File: src/rtl/p_shfrot_pkg.sv
// Shared definitions for the multi-cycle packed shift/rotate engine:
// FSM encoding, pack-width indices and the per-width amount mask.
package p_shfrot_pkg;

   typedef enum logic [1:0] {
      ST_IDLE = 2'd0,
      ST_RUN  = 2'd1,
      ST_DONE = 2'd2
   } state_e;

   // Bit positions of the one-hot pack-width field; element width is 32 >> index.
   localparam int NUM_PW = 5;
   localparam int PW_32  = 0;
   localparam int PW_16  = 1;
   localparam int PW_8   = 2;
   localparam int PW_4   = 3;
   localparam int PW_2   = 4;

   function automatic logic pw_legal(input logic [4:0] pw);
      return $onehot(pw);
   endfunction

   // Effective amount: shamt masked to the element width, 0 for an illegal width.
   function automatic logic [4:0] shamt_mask(input logic [4:0] shamt, input logic [4:0] pw);
      logic [4:0] n;
      n = '0;
      case (pw)
         5'd1 << PW_32: n = shamt;
         5'd1 << PW_16: n = {1'b0, shamt[3:0]};
         5'd1 << PW_8:  n = {2'b0, shamt[2:0]};
         5'd1 << PW_4:  n = {3'b0, shamt[1:0]};
         5'd1 << PW_2:  n = {4'b0, shamt[0]};
         default:       n = '0;
      endcase
      return n;
   endfunction

endpackage

File: src/rtl/p_shfrot_mc_if.sv
// Request/response bundle between the instruction sequencer and the
// multi-cycle shift/rotate engine.
interface p_shfrot_mc_if;
   logic        valid;
   logic [31:0] crs1;
   logic [4:0]  shamt;
   logic [4:0]  pw;
   logic        shift;
   logic        rotate;
   logic        left;
   logic        right;
   logic        ready;
   logic [31:0] result;

   modport master (
      output valid, crs1, shamt, pw, shift, rotate, left, right,
      input  ready, result
   );

   modport slave (
      input  valid, crs1, shamt, pw, shift, rotate, left, right,
      output ready, result
   );
endinterface

File: src/rtl/p_shfrot_step.sv
// Combinational packed shift/rotate by one or two bit positions; no bit
// ever crosses an element boundary.
module p_shfrot_step
   import p_shfrot_pkg::*;
(
   input  logic [31:0] data_i,
   input  logic [4:0]  pw_i,
   input  logic        rotate_i,
   input  logic        left_i,
   input  logic        double_i,
   output logic [31:0] data_o
);

   logic [NUM_PW-1:0][31:0] once_w;
   logic [NUM_PW-1:0][31:0] twice_w;

   // A 2-bit step is two chained 1-bit steps, so w2 falls out as identity/zero.
   generate
      for (genvar wi = 0; wi < NUM_PW; wi++) begin : g_width
         localparam int W = 32 >> wi;
         for (genvar gi = 0; gi < 32 / W; gi++) begin : g_elem
            logic [W-1:0] e0;
            logic [W-1:0] e1;
            logic [W-1:0] e2;
            assign e0 = data_i[gi*W +: W];
            assign e1 = left_i ? {e0[W-2:0], rotate_i & e0[W-1]}
                               : {rotate_i & e0[0], e0[W-1:1]};
            assign e2 = left_i ? {e1[W-2:0], rotate_i & e1[W-1]}
                               : {rotate_i & e1[0], e1[W-1:1]};
            assign once_w[wi][gi*W +: W]  = e1;
            assign twice_w[wi][gi*W +: W] = e2;
         end
      end
   endgenerate

   always_comb begin
      data_o = data_i;
      for (int i = 0; i < NUM_PW; i++) begin
         if (pw_i[i]) begin
            data_o = double_i ? twice_w[i] : once_w[i];
         end
      end
   end

endmodule

File: src/rtl/p_shfrot_mc.sv
// Multi-cycle packed shift/rotate engine for amounts 0-31.
// Build option: P_SHFROT_MC_DOUBLE_STEP_EN retires two bit positions per RUN cycle.
module p_shfrot_mc
   import p_shfrot_pkg::*;
(
   input logic          g_clk,
   input logic          g_reset,
   p_shfrot_mc_if.slave bus
);

   state_e      state_q,  state_d;
   logic [31:0] data_q,   data_d;
   logic [31:0] result_q, result_d;
   logic [4:0]  cnt_q,    cnt_d;
   logic [4:0]  pw_q,     pw_d;
   logic        rotate_q, rotate_d;
   logic        left_q,   left_d;
   logic        legal_q,  legal_d;

   logic [31:0] step_data;
   logic        step_double;
   logic [4:0]  step_amt;

   // Direction and operation are fully decoded from left and rotate alone.
   logic unused_ok;
   assign unused_ok = &{1'b0, bus.shift, bus.right};

`ifdef P_SHFROT_MC_DOUBLE_STEP_EN
   assign step_double = (cnt_q >= 5'd2);
`else
   assign step_double = 1'b0;
`endif
   assign step_amt = step_double ? 5'd2 : 5'd1;

   p_shfrot_step u_step (
      .data_i   (data_q),
      .pw_i     (pw_q),
      .rotate_i (rotate_q),
      .left_i   (left_q),
      .double_i (step_double),
      .data_o   (step_data)
   );

   always_comb begin
      state_d  = state_q;
      data_d   = data_q;
      result_d = result_q;
      cnt_d    = cnt_q;
      pw_d     = pw_q;
      rotate_d = rotate_q;
      left_d   = left_q;
      legal_d  = legal_q;
      case (state_q)
         ST_IDLE: begin
            if (bus.valid) begin
               data_d   = bus.crs1;
               cnt_d    = shamt_mask(bus.shamt, bus.pw);
               pw_d     = bus.pw;
               rotate_d = bus.rotate;
               left_d   = bus.left;
               legal_d  = pw_legal(bus.pw);
               state_d  = ST_RUN;
            end
         end
         ST_RUN: begin
            if (cnt_q != 5'd0) begin
               data_d = step_data;
               cnt_d  = cnt_q - step_amt;
            end else begin
               result_d = legal_q ? data_q : 32'd0;
               state_d  = ST_DONE;
            end
         end
         ST_DONE: begin
            state_d = ST_IDLE;
         end
         default: begin
            state_d = ST_IDLE;
         end
      endcase
   end

   always_ff @(posedge g_clk) begin
      if (g_reset) begin
         state_q  <= ST_IDLE;
         data_q   <= '0;
         result_q <= '0;
         cnt_q    <= '0;
         pw_q     <= '0;
         rotate_q <= 1'b0;
         left_q   <= 1'b0;
         legal_q  <= 1'b0;
      end else begin
         state_q  <= state_d;
         data_q   <= data_d;
         result_q <= result_d;
         cnt_q    <= cnt_d;
         pw_q     <= pw_d;
         rotate_q <= rotate_d;
         left_q   <= left_d;
         legal_q  <= legal_d;
      end
   end

   assign bus.ready  = (state_q == ST_DONE);
   assign bus.result = result_q;

endmodule
File: src/flat_wrapper.sv
// flat-port wrapper written by rule: the top's interface ports become plain ports
module p_shfrot_mc_flat import p_shfrot_pkg::*;
  (g_clk, g_reset, bus_valid, bus_crs1, bus_shamt, bus_pw, bus_shift, bus_rotate, bus_left, bus_right, bus_ready, bus_result);
  p_shfrot_mc_if bus_i ();
  input logic g_clk;
  input logic g_reset;
  input wire logic [$bits(bus_i.valid)-1:0] bus_valid;
  input wire logic [$bits(bus_i.crs1)-1:0] bus_crs1;
  input wire logic [$bits(bus_i.shamt)-1:0] bus_shamt;
  input wire logic [$bits(bus_i.pw)-1:0] bus_pw;
  input wire logic [$bits(bus_i.shift)-1:0] bus_shift;
  input wire logic [$bits(bus_i.rotate)-1:0] bus_rotate;
  input wire logic [$bits(bus_i.left)-1:0] bus_left;
  input wire logic [$bits(bus_i.right)-1:0] bus_right;
  output wire logic [$bits(bus_i.ready)-1:0] bus_ready;
  output wire logic [$bits(bus_i.result)-1:0] bus_result;
  assign bus_i.valid = bus_valid;
  assign bus_i.crs1 = bus_crs1;
  assign bus_i.shamt = bus_shamt;
  assign bus_i.pw = bus_pw;
  assign bus_i.shift = bus_shift;
  assign bus_i.rotate = bus_rotate;
  assign bus_i.left = bus_left;
  assign bus_i.right = bus_right;
  assign bus_ready = bus_i.ready;
  assign bus_result = bus_i.result;
  p_shfrot_mc u_core (.g_clk(g_clk), .g_reset(g_reset), .bus(bus_i));
endmodule
File: config.mk
export PLATFORM = sky130hd
export DESIGN_NAME = p_shfrot_mc_flat
export DESIGN_NICKNAME = d
export VERILOG_FILES = /design/src/rtl/p_shfrot_pkg.sv /design/src/rtl/p_shfrot_mc_if.sv /design/src/rtl/p_shfrot_step.sv /design/src/rtl/p_shfrot_mc.sv /design/src/flat_wrapper.sv
export SDC_FILE = /design/constraint.sdc
export NUM_CORES = 1
export LEC_CHECK = 0
export CAP_MARGIN = 20
export CORE_MARGIN = 4
export CORE_UTILIZATION = 47
export DETAILED_ROUTE_END_ITERATION = 10
export PLACE_DENSITY_LB_ADDON = 0.25
export SYNTH_ARGS = -nofsm -noshare
export SYNTH_HDL_FRONTEND = slang
export SYNTH_SLANG_ARGS = --single-unit
File: constraint.sdc
create_clock -name g_clk -period 2 [get_ports g_clk]
set_clock_uncertainty 0.1 [all_clocks]
set_input_delay 0.4 -clock g_clk [delete_from_list [all_inputs] [get_ports g_clk]]
set_output_delay 0.4 -clock g_clk [all_outputs]
set_load 0.05 [all_outputs]
==> PnR_summary.wiki <==
{| class="wikitable"
! Metric !! Value
|-
| Status || finished, violations left
|-
| Violations in the final reports || negative setup slack
|-
| TritonCTS clock tree || built
|-
| Final Critical Period || 2040 ps
|-
| Leak pwr || 0.00219 uW
|-
| Post-detailed-placement half-perimeter wirelength || 7820 um
|-
| Seq cells post-synth || 79
|-
| Layout cells sized above 1 || 19.2%
|-
| Effective utilization at floorplan || 49.2%
|-
| DRT antenna net count || 0
|-
| Number of library cell types mapped by synthesis || 51
|-
| Detail-routed via count per cell || 6.03
|-
| Fraction of the mapped netlist area in adder cells || 3.72%
|-
| DRT Wirelength || roughly 12000 um
|-
| Antenna violations before repair || 0
|-
| I/O pins || 82
|-
| Routed wire length per instance || 17.6 um
|-
| Vias || 4176
|-
| Launch instance of the worst register-to-register path || u_core.cnt_q[1]$_SDFFE_PP0P_
|-
| Largest cells by area after synthesis || dfxtp_1 (39%), a21oi_1 (5.7%), nand3_1 (4.9%)
|-
| Iteration-0 DRC Markers || 344
|-
| R2R Path End || u_core.data_q[21]$_SDFFE_PP0P_
|-
| Pin count of the biggest net entering global routing || 44
|-
| Setup crit end kind || register
|-
| Required @ worst endpoint || ~2200 ps
|-
| Number of rows in the core area || 33
|-
| Xor/xnor share of the synthesized area || 0%
|-
| Die Area || 10300 um^2
|-
| Max Slew Vio Count || 0
|-
| Number of enable flip-flop cells after synthesis || 0
|-
| Internal reg-to-reg setup slack || -40 ps
|-
| Max-cap check violation count || 0
|-
| Root buffer cell || clkbuf_8
|-
| Largest vdd supply drop || 0.000396 V
|-
| Final-layout worst hold slack || 355 ps
|-
| Count of H-tree levels built during CTS || 3
|-
| Logic depth of the worst register-to-register path || 7
|-
| GRT met3 Usage || around 4.2%
|-
| Total chip power || 5170 uW
|-
| # setup viols final || 21
|-
| First-pass GRT wire length || 18700 um
|-
| Number of buffers on the longest clock path || 2
|-
| Most used routing layer in global routing || met2
|-
| Commonest cells after routing, fill and taps aside || dfxtp_1 (77), buf_4 (66), nor2_1 (52)
|-
| Arr. time, crit path || 2250 ps
|-
| Later-pin clock latency in the skew report || 370 ps
|-
| Final antenna diode count || 0
|-
| Filler Cells Inserted || around 700
|-
| Dominant register cell in the synthesized netlist || dfxtp_1
|-
| Most common library cell in the layout ignoring fill and taps || dfxtp_1
|-
| TritonCTS Buffers || 9
|-
| Synthesized area || slightly above 4000 um^2
|-
| Part of the Yosys area used for sequential elements || between 30% and 40%
|-
| DRC errors left || 0
|-
| # clock sinks || 79
|-
| Floorplan die height || 101 um
|-
| Die boundary width || 101 um
|-
| Met1 global-route usage || 31.8%
|-
| Area share of the leading cell type in the synthesized netlist || between 30% and 40%
|-
| Crit-path max FO || 8
|-
| Number of synthesis warnings || 0
|-
| Least setup slack across all paths after layout || -42.8 ps
|-
| Least-Margin Pin Slew || slightly above 600 ps
|-
| Placement Cell Area || 5090 um^2
|-
| Cell depth of the worst hold path || 2
|-
| Congestion Overflow GR || 0
|-
| Maximum clock frequency || ~500 MHz
|-
| Met2 track utilization from global routing || 34.5%
|-
| Worst min-delay path startpoint || u_core.bus.result[26]$_SDFFE_PP0P_
|-
| Total count of hold-check failures in the final report || 0
|-
| Worst setup SP type || register
|-
| Number of global-route vias before repair || 3791
|-
| Clock transition at the registers of the reported paths || 90 ps
|-
| Relative area change from synthesis to final layout || 34.2%
|-
| Power per standard cell area || about 940 nW/um^2
|-
| PortBufs || 79
|-
| Design Area, Final || 5510 um^2
|-
| Basic-gate share of the synthesized area counting and, or, nand and nor cells || 22.1%
|-
| Synth Net Count || 550
|-
| Avg Cell Area, Syn || 8.38 um^2
|-
| Compound-Gate Fraction of Synth Area || 25.7%
|-
| Mux share of post-synthesis cell area || 2.71%
|-
| Post-route core utilization || around two thirds
|-
| Max-slew headroom at the worst pin || 58.5%
|-
| Core area || 8340 um^2
|-
| Main combinational cell family by area after synthesis || compound AO/OA/AOI/OAI gates
|-
| Unrepaired setup endpoints after global routing || yes
|-
| Asr flop ratio synth || 0%
|-
| Worst hold-check path type || reg -> reg
|-
| Synth area leader || dfxtp_1
|-
| Number of instances in the synthesized netlist || 490
|-
| Hold-fix buffers, CTS || 0
|-
| Hold Crit Endpoint || u_core.bus.result[26]$_SDFFE_PP0P_
|-
| Routability Congestion || 0.852
|-
| Worst setup path category || reg -> reg
|-
| Router iterations before antenna repair || 5
|-
| Summed negative setup slack over all endpoints || -260 ps
|-
| Global router's overall resource usage || 22.7%
|-
| Final period util || 102%
|-
| Number of nets in the final layout || 643
|}
critical path, stage by stage, from the launching register on:
cell	delay, ps
dfxtp_2	350
inv_2	80
ha_4	140
or3b_4	420
o21a_4	220
a21oi_4	300
clkbuf_16	230
a22o_1	150
area by class of cell:
type	instances	area (um^2)	share of cell area [%]
sequential	79	1580	28.7
tap	105	131	2.38
timing repair buffer	126	1210	22.0
multi-input combinational	347	2260	40.9
clock inverter	7	125	2.27
clock buffer	9	124	2.25
inverter	20	75.1	1.36
layer usage:
metal	up-vias	wire [um]
li1	1969	-
met1	1989	5240
met2	201	5740
met3	17	1020
met4	0	190
met5	-	0
what timing repair did:
item                                   CTS  global route
setup endpoints to repair               33            35
cloned                                   0             5
gates resized for setup                  8             8
endpoints found under the hold margin    0             0
setup buffers                            1             4
pin swaps                                2            26
state kept, by name (all words and copies together) (netlist names):
| name | flops |
|---|---|
| u_core.bus.result | 32 |
| u_core.cnt_q | 5 |
| u_core.data_q | 32 |
| u_core.left_q | 1 |
| u_core.legal_q | 1 |
| u_core.pw_q | 5 |
| u_core.rotate_q | 1 |
| u_core.state_q | 2 |
metrics by stage:
stage	std cells	setup WS, ps
CTS	684	34.0
detailed placement	667	-529
floorplan	490	3.13
finish	693	-42.8
global placement	667	-508
global route	693	-99.0
kinds of logic (layout without fill, tap and decap cells):
group,count (synthesis),in the layout
simple gates,182,182
compound gates,143,143
flops,79,79
buf+inv,64,162
fa+ha+maj,11,11
mux,11,11
synth_stat cells, types with 11 or more instances:
cell type,instances
inv_1,20
nor2_1,52
a221oi_1,19
a21oi_1,47
a32o_1,15
nand2b_1,16
nand2_1,35
nand3_1,40
o21ai_0,16
a22o_1,17
dfxtp_1,79
buf_2,11
clkbuf_1,25
report_power, final:
group	total [uW]	leakage, uW	switching, uW	internal, uW
Sequential	2030	0.000645	272	1760
Clock	1500	0.000125	657	845
Combinational	1640	0.00142	833	802
worst max-delay path by stage:
stage	startpoint	end	slack (ps)	depth (start not counted)
2_1_floorplan	bus_pw[0]	u_core.legal_q$_SDFFE_PP0P_	3	7
3_3_place_gp	bus_pw[0]	u_core.legal_q$_SDFFE_PP0P_	-510	8
3_5_place_dp	bus_pw[1]	u_core.legal_q$_SDFFE_PP0P_	-530	8
4_1_cts	u_core.cnt_q[1]$_SDFFE_PP0P_	u_core.data_q[9]$_SDFFE_PP0P_	30	7
5_1_grt	u_core.cnt_q[1]$_SDFFE_PP0P_	u_core.data_q[21]$_SDFFE_PP0P_	-100	7
6_report	u_core.cnt_q[1]$_SDFFE_PP0P_	u_core.data_q[21]$_SDFFE_PP0P_	-40	7
No activity file was read; power rests on OpenSTA's default activity.
